`config.mk`:
```
export PLATFORM = sky130hd
export DESIGN_NAME = pipe_ctrl_flat
export DESIGN_NICKNAME = d
export VERILOG_FILES = /design/src/rtl/pipe_ctrl_pkg.sv /design/src/rtl/pipe_ctrl_if.sv /design/src/rtl/pipe_ctrl_wdt.sv /design/src/rtl/pipe_ctrl.sv /design/src/flat_wrapper.sv
export SDC_FILE = /design/constraint.sdc
export NUM_CORES = 1
export LEC_CHECK = 0
export CORE_AREA = 3 3 40 42
export CTS_BUF_LIST = sky130_fd_sc_hd__clkbuf_2
export DETAILED_ROUTE_END_ITERATION = 8
export DIE_AREA = 0 0 43 45
export PLACE_DENSITY_LB_ADDON = 0.3
export SLEW_MARGIN = 20
export SYNTH_ARGS = -nofsm -noshare
export SYNTH_HDL_FRONTEND = slang
export SYNTH_SLANG_ARGS = --single-unit
```
`constraint.sdc`:
```
create_clock -name clk -period 1.65 [get_ports clk]
set_input_delay 0.165 -clock clk [delete_from_list [all_inputs] [get_ports clk]]
set_output_delay 0.165 -clock clk [all_outputs]
set_load 0.01 [all_outputs]
```
`src/rtl/pipe_ctrl_pkg.sv`:
```
`default_nettype none
// +----------------------------------------------------------------------------+
// | pipe_ctrl_pkg: shared encodings and types for the pipeline controller      |
// | Revision: 1.0                                                              |
// +----------------------------------------------------------------------------+
package pipe_ctrl_pkg;

  localparam logic       PIPE_ST_RUN      = 1'b0;
  localparam logic       PIPE_ST_ACC_WAIT = 1'b1;
  localparam logic [4:0] REG_ZERO         = 5'd0;

  typedef enum logic [0:0] {
    ST_RUN      = PIPE_ST_RUN,
    ST_ACC_WAIT = PIPE_ST_ACC_WAIT
  } pipe_state_e;

  typedef struct packed {
    logic stall_if;
    logic stall_id;
    logic bubble_id;
    logic stall_ex;
    logic bubble_ex;
    logic stall_mem;
    logic bubble_mem;
    logic stall_wb;
    logic bubble_wb;
  } pipe_ctrl_t;

  function automatic logic is_load_use(
    input logic       mem_read_ex,
    input logic [4:0] rd_ex,
    input logic [4:0] rs1_id,
    input logic       rs1_used_id,
    input logic [4:0] rs2_id,
    input logic       rs2_used_id
  );
    return mem_read_ex && (rd_ex != REG_ZERO) &&
           ((rs1_used_id && (rs1_id == rd_ex)) ||
            (rs2_used_id && (rs2_id == rd_ex)));
  endfunction

endpackage
`default_nettype wire

```
`src/rtl/pipe_ctrl_if.sv`:
```
`default_nettype none
// +----------------------------------------------------------------------------+
// | pipe_ctrl_if: hazard inputs and stall/bubble controls of the pipeline      |
// | Revision: 1.0                                                              |
// +----------------------------------------------------------------------------+
interface pipe_ctrl_if;
  logic [4:0] rs1_id;
  logic [4:0] rs2_id;
  logic       rs1_used_id;
  logic       rs2_used_id;
  logic [4:0] rd_ex;
  logic       mem_read_ex;
  logic       branch_taken_ex;
  logic       acc_op_ex;
  logic       acc_done;
  logic       acc_go;
  logic       imem_ready;
  logic       dmem_req_mem;
  logic       dmem_ready;
  logic       stall_if;
  logic       stall_id;
  logic       bubble_id;
  logic       stall_ex;
  logic       bubble_ex;
  logic       stall_mem;
  logic       bubble_mem;
  logic       stall_wb;
  logic       bubble_wb;
  logic       acc_busy;
  logic       acc_timeout;

  // master: pipeline/accelerator side; slave: the controller
  modport master (
    output rs1_id, rs2_id, rs1_used_id, rs2_used_id, rd_ex, mem_read_ex,
           branch_taken_ex, acc_op_ex, acc_done, imem_ready, dmem_req_mem, dmem_ready,
    input  acc_go, stall_if, stall_id, bubble_id, stall_ex, bubble_ex, stall_mem,
           bubble_mem, stall_wb, bubble_wb, acc_busy, acc_timeout
  );

  modport slave (
    input  rs1_id, rs2_id, rs1_used_id, rs2_used_id, rd_ex, mem_read_ex,
           branch_taken_ex, acc_op_ex, acc_done, imem_ready, dmem_req_mem, dmem_ready,
    output acc_go, stall_if, stall_id, bubble_id, stall_ex, bubble_ex, stall_mem,
           bubble_mem, stall_wb, bubble_wb, acc_busy, acc_timeout
  );
endinterface
`default_nettype wire

```
`src/rtl/pipe_ctrl_wdt.sv`:
```
`default_nettype none
// +----------------------------------------------------------------------------+
// | pipe_ctrl_wdt: accelerator-wait watchdog counter and expiry compare        |
// | Revision: 1.0                                                              |
// +----------------------------------------------------------------------------+
module pipe_ctrl_wdt #(
  parameter int ACC_TIMEOUT = 1024
) (
  input  logic clk,
  input  logic rst,
  input  logic enter,
  input  logic active,
  input  logic acc_done,
  output logic wdt_expire
);

  localparam int              CW       = $clog2(ACC_TIMEOUT + 1);
  localparam logic [CW-1:0]   C_LAST   = CW'(ACC_TIMEOUT - 1);

  logic [CW-1:0] r_cnt;

  always_ff @(posedge clk) begin
    if (!rst) begin
      r_cnt <= '0;
    end else if (enter) begin
      r_cnt <= '0;
    end else if (active) begin
      r_cnt <= r_cnt + CW'(1);
    end
  end

  assign wdt_expire = active && !acc_done && (r_cnt == C_LAST);

endmodule
`default_nettype wire

```
`src/rtl/pipe_ctrl.sv`:
```
`default_nettype none
// +----------------------------------------------------------------------------+
// | pipe_ctrl: pipeline stall/bubble controller with accelerator handshake     |
// | Optional watchdog: define PIPE_CTRL_ACC_WDT_EN                             |
// | Revision: 1.0                                                              |
// +----------------------------------------------------------------------------+
module pipe_ctrl
  import pipe_ctrl_pkg::*;
#(
  parameter int ACC_TIMEOUT = 1024
) (
  input  logic        clk,
  input  logic        rst,
  pipe_ctrl_if.slave  bus
);

  pipe_state_e r_state;
  pipe_ctrl_t  w_ctrl;
  logic        w_run;
  logic        w_wait;
  logic        w_dmem_hold;
  logic        w_acc_hold;
  logic        w_load_use;
  logic        w_go;
  logic        w_wdt_expire;

  assign w_run       = (r_state == ST_RUN);
  assign w_wait      = (r_state == ST_ACC_WAIT);
  assign w_dmem_hold = bus.dmem_req_mem && !bus.dmem_ready;
  assign w_go        = w_run && bus.acc_op_ex && !bus.acc_done && !w_dmem_hold;
  assign w_acc_hold  = (w_run && bus.acc_op_ex && !bus.acc_done) ||
                       (w_wait && !bus.acc_done && !w_wdt_expire);
  assign w_load_use  = is_load_use(bus.mem_read_ex, bus.rd_ex, bus.rs1_id,
                                   bus.rs1_used_id, bus.rs2_id, bus.rs2_used_id);

`ifdef PIPE_CTRL_ACC_WDT_EN
  pipe_ctrl_wdt #(
    .ACC_TIMEOUT (ACC_TIMEOUT)
  ) u_wdt (
    .clk        (clk),
    .rst        (rst),
    .enter      (w_go),
    .active     (w_wait),
    .acc_done   (bus.acc_done),
    .wdt_expire (w_wdt_expire)
  );
`else
  logic unused_acc_timeout;
  assign unused_acc_timeout = (ACC_TIMEOUT > 0);
  assign w_wdt_expire       = 1'b0;
`endif

  always_ff @(posedge clk) begin
    if (!rst) begin
      r_state <= ST_RUN;
    end else begin
      case (r_state)
        ST_RUN:      if (w_go) r_state <= ST_ACC_WAIT;
        ST_ACC_WAIT: if (bus.acc_done || w_wdt_expire) r_state <= ST_RUN;
        default:     r_state <= ST_RUN;
      endcase
    end
  end

  // Priority mux: first matching hazard wins, all other controls stay low
  always_comb begin
    w_ctrl = '0;
    if (!rst) begin
      w_ctrl = '0;
    end else if (w_dmem_hold) begin
      w_ctrl.stall_if  = 1'b1;
      w_ctrl.stall_id  = 1'b1;
      w_ctrl.stall_ex  = 1'b1;
      w_ctrl.stall_mem = 1'b1;
      w_ctrl.bubble_wb = 1'b1;
    end else if (w_acc_hold) begin
      w_ctrl.stall_if   = 1'b1;
      w_ctrl.stall_id   = 1'b1;
      w_ctrl.stall_ex   = 1'b1;
      w_ctrl.bubble_mem = 1'b1;
    end else if (bus.branch_taken_ex) begin
      w_ctrl.bubble_id = 1'b1;
      w_ctrl.bubble_ex = 1'b1;
    end else if (w_load_use) begin
      w_ctrl.stall_if  = 1'b1;
      w_ctrl.stall_id  = 1'b1;
      w_ctrl.bubble_ex = 1'b1;
    end else if (!bus.imem_ready) begin
      w_ctrl.stall_if  = 1'b1;
      w_ctrl.bubble_id = 1'b1;
    end
  end

  assign bus.stall_if    = w_ctrl.stall_if;
  assign bus.stall_id    = w_ctrl.stall_id;
  assign bus.bubble_id   = w_ctrl.bubble_id;
  assign bus.stall_ex    = w_ctrl.stall_ex;
  assign bus.bubble_ex   = w_ctrl.bubble_ex;
  assign bus.stall_mem   = w_ctrl.stall_mem;
  assign bus.bubble_mem  = w_ctrl.bubble_mem;
  assign bus.stall_wb    = w_ctrl.stall_wb;
  assign bus.bubble_wb   = w_ctrl.bubble_wb;
  assign bus.acc_go      = rst && w_go;
  assign bus.acc_busy    = rst && w_wait;
  assign bus.acc_timeout = rst && w_wait && w_wdt_expire;

endmodule
`default_nettype wire
```
`src/flat_wrapper.sv`:
```
// flat-port wrapper written by rule: the top's interface ports become plain ports
module pipe_ctrl_flat import pipe_ctrl_pkg::*;
#(
  parameter int ACC_TIMEOUT = 1024
)
  (clk, rst, bus_rs1_id, bus_rs2_id, bus_rs1_used_id, bus_rs2_used_id, bus_rd_ex, bus_mem_read_ex, bus_branch_taken_ex, bus_acc_op_ex, bus_acc_done, bus_imem_ready, bus_dmem_req_mem, bus_dmem_ready, bus_acc_go, bus_stall_if, bus_stall_id, bus_bubble_id, bus_stall_ex, bus_bubble_ex, bus_stall_mem, bus_bubble_mem, bus_stall_wb, bus_bubble_wb, bus_acc_busy, bus_acc_timeout);
  pipe_ctrl_if bus_i ();
  input  logic clk;
  input  logic rst;
  input wire logic [$bits(bus_i.rs1_id)-1:0] bus_rs1_id;
  input wire logic [$bits(bus_i.rs2_id)-1:0] bus_rs2_id;
  input wire logic [$bits(bus_i.rs1_used_id)-1:0] bus_rs1_used_id;
  input wire logic [$bits(bus_i.rs2_used_id)-1:0] bus_rs2_used_id;
  input wire logic [$bits(bus_i.rd_ex)-1:0] bus_rd_ex;
  input wire logic [$bits(bus_i.mem_read_ex)-1:0] bus_mem_read_ex;
  input wire logic [$bits(bus_i.branch_taken_ex)-1:0] bus_branch_taken_ex;
  input wire logic [$bits(bus_i.acc_op_ex)-1:0] bus_acc_op_ex;
  input wire logic [$bits(bus_i.acc_done)-1:0] bus_acc_done;
  input wire logic [$bits(bus_i.imem_ready)-1:0] bus_imem_ready;
  input wire logic [$bits(bus_i.dmem_req_mem)-1:0] bus_dmem_req_mem;
  input wire logic [$bits(bus_i.dmem_ready)-1:0] bus_dmem_ready;
  output wire logic [$bits(bus_i.acc_go)-1:0] bus_acc_go;
  output wire logic [$bits(bus_i.stall_if)-1:0] bus_stall_if;
  output wire logic [$bits(bus_i.stall_id)-1:0] bus_stall_id;
  output wire logic [$bits(bus_i.bubble_id)-1:0] bus_bubble_id;
  output wire logic [$bits(bus_i.stall_ex)-1:0] bus_stall_ex;
  output wire logic [$bits(bus_i.bubble_ex)-1:0] bus_bubble_ex;
  output wire logic [$bits(bus_i.stall_mem)-1:0] bus_stall_mem;
  output wire logic [$bits(bus_i.bubble_mem)-1:0] bus_bubble_mem;
  output wire logic [$bits(bus_i.stall_wb)-1:0] bus_stall_wb;
  output wire logic [$bits(bus_i.bubble_wb)-1:0] bus_bubble_wb;
  output wire logic [$bits(bus_i.acc_busy)-1:0] bus_acc_busy;
  output wire logic [$bits(bus_i.acc_timeout)-1:0] bus_acc_timeout;
  assign bus_i.rs1_id = bus_rs1_id;
  assign bus_i.rs2_id = bus_rs2_id;
  assign bus_i.rs1_used_id = bus_rs1_used_id;
  assign bus_i.rs2_used_id = bus_rs2_used_id;
  assign bus_i.rd_ex = bus_rd_ex;
  assign bus_i.mem_read_ex = bus_mem_read_ex;
  assign bus_i.branch_taken_ex = bus_branch_taken_ex;
  assign bus_i.acc_op_ex = bus_acc_op_ex;
  assign bus_i.acc_done = bus_acc_done;
  assign bus_i.imem_ready = bus_imem_ready;
  assign bus_i.dmem_req_mem = bus_dmem_req_mem;
  assign bus_i.dmem_ready = bus_dmem_ready;
  assign bus_acc_go = bus_i.acc_go;
  assign bus_stall_if = bus_i.stall_if;
  assign bus_stall_id = bus_i.stall_id;
  assign bus_bubble_id = bus_i.bubble_id;
  assign bus_stall_ex = bus_i.stall_ex;
  assign bus_bubble_ex = bus_i.bubble_ex;
  assign bus_stall_mem = bus_i.stall_mem;
  assign bus_bubble_mem = bus_i.bubble_mem;
  assign bus_stall_wb = bus_i.stall_wb;
  assign bus_bubble_wb = bus_i.bubble_wb;
  assign bus_acc_busy = bus_i.acc_busy;
  assign bus_acc_timeout = bus_i.acc_timeout;
  pipe_ctrl #(.ACC_TIMEOUT(ACC_TIMEOUT)) u_core (.clk(clk), .rst(rst), .bus(bus_i));
endmodule
```
; ---- Word level (Yosys, flattened, before mapping)
; Cells that the tools add are included.
[word_totals]
in_bits = 26
mem_count = 0
romBits = 0
latch_bits = 0
output_inout_bits = 12
ff_bits = 1
ram_bits = 0
word_cells = 43
[op_classes]
muxes = 22
n_addsub = 0
n_bitwise = 1
n_eq_ne = 2
div = 0
multipliers = 0
reduce_logical = 17
shift = 0
n_lt_le_gt_ge = 0
[ops]
columns = operator, n
row1 = $mux W1, 17
row2 = $logic_and A1 B1 Y1, 11
row3 = $eq A5 B5 Y1, 2
row4 = $mux W7, 1
row5 = $mux W2, 3
row6 = $reduce_bool A5 Y1, 1
row7 = $logic_not A1 Y1, 3
row8 = $logic_or A1 B1 Y1, 2
row9 = $pmux W1 S2, 1
row10 = $not A1 Y1, 1

; ---- Logic depth before layout (Yosys ltp)
; Gate-level depths: netlist of run 1.
[depth]
word_depth = 9
depth_mapped = 5
ltp_nobuf = 5

; ---- Worst setup path after synthesis of run 1
; Ideal clock, no wire load.
[synth_path]
path_type = input to output
startpoint = input bus_rd_ex[0]
endpoint = output bus_bubble_id
setup_slack_ns = 0.284
path_buffers = 0
required_ns = 1.485
arrival_time_ns = 1.201
stages = 3
cell_sequence = or4_4 -> o211a_1 -> a221oi_2
[synth_via]
elab_chain_cells = 9
elab_cells_between_ends = 13
cone_classes = eq/ne: 2 / mux: 5 / reduce/logical: 6
[synth_lines]
columns = item, line_no
row1 = from (decl), flat_wrapper.sv:14  ; input wire logic [$bits(bus_i.rd_ex)-1:0] bus_rd_ex;
row2 = "$eq A5 B5 Y1, on equally long branches", "pipe_ctrl_pkg.sv:38, pipe_ctrl_pkg.sv:39"
row3 = "$logic_and A1 B1 Y1, on equally long branches", "pipe_ctrl_pkg.sv:38, pipe_ctrl_pkg.sv:39"
row4 = $logic_or A1 B1 Y1, pipe_ctrl_pkg.sv:38  ; ((rs1_used_id && (rs1_id == rd_ex)) ||
row5 = $logic_and A1 B1 Y1 (*), pipe_ctrl_pkg.sv:37  ; return mem_read_ex && (rd_ex != REG_ZERO) &&
row6 = $mux W1 (*), pipe_ctrl.sv:84  ; end else if (w_load_use) begin
row7 = $mux W1 (*), pipe_ctrl.sv:81  ; end else if (bus.branch_taken_ex) begin
row8 = $mux W1 (*), pipe_ctrl.sv:76  ; end else if (w_acc_hold) begin
row9 = $mux W1 (*), pipe_ctrl.sv:70  ; end else if (w_dmem_hold) begin
row10 = $mux W7 (*), pipe_ctrl.sv:68  ; if (!rst) begin
row11 = to (decl), flat_wrapper.sv:25  ; output wire logic [$bits(bus_i.bubble_id)-1:0] bus_bubble_id;
; Every way passes the cells marked *; elsewhere a longest branch is shown, timed or not.

; ---- Worst setup path in the final report of run 1
[layout_path]
startpoint = input bus_rd_ex[1]
endpoint = output bus_bubble_id
; Same word-level chain as after synthesis.

==> summary.md, run 1 <==
| Metric | Value |
|---|---|
| Largest net degree at the start of global routing | 5 |
| Critical path depth in cells | 5 |
| Most frequent CP cell | buf_2 |
| Most used flip-flop cell after synthesis | dfxtp_1 |
| Yosys reg bits | 1 |
| Hold WS | 0.648 ns |
| Non-Filler Instances | 103 |
| Complex-gate fraction of the synthesized area | 0.246 |
| Clk Latency, worst-skew pair | 0 ns |
| Final Hold Fails | 0 |
| Post-Synth Adder-Cell Area | 0 |
| Antenna violations before repair | 0 |
| Chip height | 45 um |
| Worst Skew | 0 ns |
| Final number of max-transition violations | 0 |
| Placed cell area | 738 um2 |
| Total Routing Usage GR | 0.108 |
| Pre-antenna DRT Iters | 1 |
| Layout cells sized above 1 | 0.364 |
| CP Cell Sequence | buf_2 > or4_4 > o211a_1 > a221oi_2 > buf_2 |
| I/O pins | 38 |
| Initial core utilization | 0.238 |
| Max Fclk | 0.632 GHz |
| Core Area | 0.00128 mm2 |
| Post-route ant nets | 0 |
| Ant diodes | 0 |
| Setup Fix Bufs, Post-CTS | 0 |
| Worst min-delay path class | reg2reg |
| Dpl cells | 103 |
| Crit-path slowest cell | or4_4 |
| RSZ-0062 raised after global routing | no |
| First-pass GRT wire length | 1740 um |
| Worst R2R Setup Slack | 0.86 ns |
| Port buffer count | 35 |
| Worst setup SP type | input pin |
| Number of hold buffers added after CTS | 0 |
| Netlist cell types | 22 |
| Crit share post-route | 0.959 |
| Crit. End Element | output port |
| FFs w/ async S/R, synth | 0 |
| Reg2reg path depth | 3 |
| Routability Congestion | 0.700 |
| Pwr/cell area | 265 mW/mm2 |
| Mux share of post-synthesis cell area | 0 |
| Post-synth EDFFs | 0 |
| Max-Cap Viols | 0 |
| Post-DP HPWL | 975 um |
| Mean Syn Cell Area | 6.94 um2 |
| CTS clk-pin slew, worst paths | 0 ns |
| Cells after synthesis | 44 |
| Die width | 43 um |
| Setup violations, final | 0 |
| GRT Residual Overflow | 0 |
| Status | complete, no violations |
| Critical path's largest stage delay | 0.53 ns |
| Post-synthesis simple-gate area fraction | 0.266 |
| Static leakage | 0.442 nW |
| Hold path depth | 2 |
| XOR/XNOR Fraction of Synth Area | 0.287 |
| Worst Path Required | 1.48 ns |
| Routed wire length | 1130 um |
| Arrival @ worst endpoint | 1.42 ns |
| Delay-heaviest family, CP | simple AND/OR/NAND/NOR gates |
| Post-DR wirelength/cell | 11.0 um |
| Most flop-heavy register | u_core.r_state |
| Post-route cell area | 753 um2 |
| FP Rows | 13 |
| Vias per inst | 4.22 |
| Worst-path fanout max | 2 |
| Worst vdd ir | 0.000160 V |
| P&R area growth vs syn | 147% |
| Vias | 435 |
| Tmin final | 1.58 ns |
| Register area share after synthesis | 0.0656 |
| Vias in the first global route | 406 |
| Nets | 116 |
| # DRC | 0 |
| Largest family of logic cells by synthesized area | XOR/XNOR gates |
| Synth Cell Area | 305 um2 |
| Yosys warning total | 0 |
| 1st-iter DRT viols | 0 |
| Biggest regs | u_core.r_state: 1 flops |
| Die ar. | 0.00194 mm2 |
| WP buf/inv | 2 |
| CP Class | in2out |
| Max reg flops | 1 |
[metal layers]
metal | track usage | vias to the layer above | share of wire
met2 | 0.201 | 10 | 0.55
met1 | 0.148 | 188 | 0.41
li1 | - | 237 | -
met3 | 0.00398 | 0 | 0.038
met5 | 0 | - | 0
met4 | 0 | 0 | 0
[worst reg2reg max path: stages, from the launching register on]
cell	delay, ns
dfxtp_1	0.35
nor3b_2	0.07
buf_4	0.13
a21o_1	0.14
[repair_timing]
action | in CTS | in global routing
endpoints found under the setup margin | 9 | 6
pin swaps | 14 | 16
gates resized for setup | 42 | 23
[stage by stage]
step           TNS (ns)  worst slack [ns]  power [mW]   util
6_report              0            0.0676       0.200  0.586
5_1_grt               0            0.0134       0.215  0.586
4_1_cts               0           0.00143       0.191  0.554
3_5_place_dp      -3.13            -0.685       0.205  0.574
3_3_place_gp      -3.14            -0.665       0.204  0.574
2_1_floorplan         0             0.284      0.0901      -
[power breakdown]
part	switching (mW)	leakage, nW	internal (mW)
clock network	0	0	0
registers	0.00121	0.00820	0.0260
logic	0.0665	0.434	0.106
total	0.0677	0.442	0.132
[logic make-up after synthesis]
kind of cell | count (synthesis)
compound gates | 10
xor+xnor | 10
buf+inv | 7
flops | 1
other cells | 1
simple gates | 15
[final cells by class]
type | count | area, um2
Timing Repair Buffer | 46 | 394
Multi-Input combinational cell | 37 | 305
Fill cell | 131 | 532
Inverter | 4 | 15.0
Sequential cell | 1 | 20.0
Tap cell | 15 | 18.8
[cell usage after synthesis (2+ instances only)]
library cell,instances,area share
o21ai_0,3,0.049
xnor2_1,10,0.29
nand4_1,2,0.041
inv_1,4,0.049
buf_4,3,0.074
nor2_1,3,0.037
nand2_1,4,0.049
[cells in the final DEF (no fill, tap or decap)]
cell type         n
dlymetal6s2s_1    7
o211ai_1          1
o22ai_2           1
conb_1            2
or4_4             1
a221oi_2          1
buf_2             6
clkdlybuf4s50_1  10
nor2_2            1
dlygate4sd2_1     8
o211a_1           1
clkbuf_2          4
o31a_1            1
or2_4             1
inv_1             4
buf_6             1
nand3_1           1
and2_1            1
buf_4            10
o21ai_1           3
a21oi_1           1
xnor2_1           6
nor3b_2           1
nand2b_4          1
xnor2_2           4
nor2_1            2
a21o_1            1
dfxtp_1           1
nand2_1           4
nand4_1           2
[path summary, 6_finish.rpt]
kind	from	to
setup / recovery	bus_rd_ex[1]	bus_bubble_id
setup reg to reg	u_core.r_state$_SDFF_PN0_	u_core.r_state$_SDFF_PN0_
hold reg to reg	u_core.r_state$_SDFF_PN0_	u_core.r_state$_SDFF_PN0_
hold / removal	u_core.r_state$_SDFF_PN0_	u_core.r_state$_SDFF_PN0_
(Power assumes the default switching activity.)
==> inputs of run 2 (changes only) <==
--- a/config.mk
+++ b/config.mk
@@ -7,9 +7,12 @@
 export LEC_CHECK = 0
 export CORE_AREA = 3 3 40 42
 export CTS_BUF_LIST = sky130_fd_sc_hd__clkbuf_2
+export CTS_CLUSTER_SIZE = 30
 export DETAILED_ROUTE_END_ITERATION = 8
 export DIE_AREA = 0 0 43 45
+export HOLD_SLACK_MARGIN = 0.1
 export PLACE_DENSITY_LB_ADDON = 0.3
+export SKIP_CTS_REPAIR_TIMING = 1
 export SLEW_MARGIN = 20
 export SYNTH_ARGS = -nofsm -noshare
 export SYNTH_HDL_FRONTEND = slang
==> run 2 against run 1 <==
Effect of this change: sequential power is essentially flat; critical path depth is the same; global-route usage shrank 0.42 points; first-iteration DRC count grew 2; die area is the same; via count grew 2.3%; register-to-register slack is essentially flat; worst setup slack lost 0.0094 ns; largest cell class unchanged; clock skew is the same; maximum frequency shrank 0.59%; final cell count is the same; total power grew 5.8%.
==> summary.md, run 2 (synthesis results as in run 1) <==
| Metric | Value |
|---|---|
| Most flop-heavy register | u_core.r_state |
| I/O pins | 38 (unchanged) |
| Worst Skew | 0 ns (unchanged) |
| Layout cells sized above 1 | 0.318 (-0.0455) |
| P&R area growth vs syn | 170% |
| Biggest regs | u_core.r_state: 1 flops |
| Final number of max-transition violations | 0 (unchanged) |
| Worst-path fanout max | 3 (+1) |
| Cell-internal power | 0.141 mW (+6.7%) |
| Setup violations, final | 0 (unchanged) |
| 1st-iter DRT viols | 2 (+2) |
| CP Cell Sequence | dlymetal6s2s_1 > or4_4 > o211a_1 > a221oi_2 > buf_2 |
| Beginning of the critical path | bus_rd_ex[2] |
| Post-route setup slack | 0.0582 ns (-0.00940 ns) |
| Leading cell type in the layout, fill and taps excluded | dlymetal6s2s_1 |
| Die ar. | 0.00194 mm2 (unchanged) |
| Pre-antenna DRT Iters | 4 (+3) |
| # DRC | 0 (unchanged) |
| Vias in the first global route | 387 (-4.7%) |
| Vias per inst | 4.32 (+2.3%) |
| Tot Pwr | 0.211 mW (+5.8%) |
| Post-route ant nets | 0 (unchanged) |
| Reg2Reg Launch Point | u_core.r_state$_SDFF_PN0_ |
| Clk Latency, worst-skew pair | 0 ns (unchanged) |
| Switching Share | 0.333 (-0.00557) |
| Largest net degree at the start of global routing | 5 (unchanged) |
| Chip height | 45 um (unchanged) |
| Crit. End Element | output port |
| Total Routing Usage GR | 0.104 (-0.00415) |
| Static leakage | 0.575 nW (+30%) |
| Ant diodes | 0 (unchanged) |
| Psw | 0.0705 mW (+4.0%) |
| Setup WS pre-CTS | -0.685 ns (unchanged) |
| Status | complete, no violations |
| Multi-input gate area | 309 um2 (+1.2%) |
| CP Class | in2out |
| Pwr/cell area | 256 mW/mm2 (-3.4%) |
| Post-DR wirelength/cell | 12.4 um (+13%) |
| Vias | 445 (+2.3%) |
| Post-DP HPWL | 975 um (unchanged) |
| Max Fclk | 0.628 GHz (-0.59%) |
| Tmin final | 1.59 ns (+0.00940 ns) |
| Arrival @ worst endpoint | 1.43 ns (about the same) |
| CTS clk-pin slew, worst paths | 0 ns (unchanged) |
| Worst Path Required | 1.48 ns (about the same) |
| Highest-count cells in the layout ignoring fill and taps | 20 x dlymetal6s2s_1, 10 x clkdlybuf4s50_1, 10 x buf_4, 6 x xnor2_1 |
| Die width | 43 um (unchanged) |
| FP Rows | 13 (unchanged) |
| Worst vdd ir | 0.000161 V (+0.65%) |
| Max reg flops | 1 (unchanged) |
| Port buffer count | 35 (unchanged) |
| Routed wire length | 1280 um (+13%) |
| Crit-path slowest cell | or4_4 |
| Initial core utilization | 0.238 (unchanged) |
| Crit share post-route | 0.965 (+0.00569) |
| First-pass GRT wire length | 1660 um (-4.4%) |
| Reg area | 20.0 um2 (unchanged) |
| Worst hold start | u_core.r_state$_SDFF_PN0_ |
| Logic pwr share | 0.871 (+0.007) |
| Util after Layout | 0.642 (+0.0555) |
| Sequential share of power | 0.129 (-0.007) |
| Worst min-delay path class | reg2reg |
| GRT Residual Overflow | 0 (unchanged) |
| Worst setup SP type | input pin |
| Critical path's largest stage delay | 0.49 ns (-0.04 ns) |
| Delay-heaviest family, CP | simple AND/OR/NAND/NOR gates |
| Routability Congestion | 0.700 (unchanged) |
| WP buf/inv | 2 (unchanged) |
| Final Hold Fails | 0 (unchanged) |
| Antenna violations before repair | 0 (unchanged) |
| Max-Cap Viols | 0 (unchanged) |
| Core Area | 0.00128 mm2 (unchanged) |
| FILL cells | 116 (-11%) |
| Nets | 116 (unchanged) |
| Clk pwr share | 0 (unchanged) |
## run 2: power groups by stage
stage          Combinational (mW)  Clock, mW  Sequential, mW
2_1_floorplan              0.0634          0          0.0267
3_3_place_gp                0.177          0          0.0268
3_5_place_dp                0.178          0          0.0268
4_1_cts                     0.179          0          0.0268
5_1_grt                     0.198          0          0.0275
6_report                    0.184          0          0.0273
## run 2: tightest hold or removal path: cells and delay by family (launching register included)
family / cells / cell delay (ns)
simple gates: 1 / 0.16
compound gates: 1 / 0.11
flops: 1 / 0.35
## run 2: metrics by stage
step           setup TNS (ns)  cell area [um2]  hold slack [ns]  std cells
2_1_floorplan               0              309            0.333         45
3_3_place_gp            -3.14              738            0.608        103
3_5_place_dp            -3.13              738            0.618        103
4_1_cts                 -3.21              738            0.618        103
5_1_grt               -0.0490              825            0.703        103
6_report                    0              825            0.652        103
## run 2: worst paths after layout
check,end,slack [ns],depth (start not counted)
worst max-delay path,bus_bubble_id,0.06,5
worst min-delay path,u_core.r_state$_SDFF_PN0_,0.65,2
worst max register to register,u_core.r_state$_SDFF_PN0_,0.86,3
worst min register to register,u_core.r_state$_SDFF_PN0_,0.65,2
## run 2: final cells by class
| cell class | count | area share |
|---|---|---|
| Inverter | 4 | 0.0182 |
| Tap cell | 15 | 0.0228 |
| Timing Repair Buffer | 46 | 0.560 |
| Multi-Input combinational cell | 37 | 0.375 |
| Sequential cell | 1 | 0.0243 |
## run 2: metal layers
metal,wire [um],up-vias,track usage
met5,0,-,0
met4,27,0,0
met3,58,2,0.00398
met2,714,12,0.186
met1,478,193,0.148
li1,-,238,-
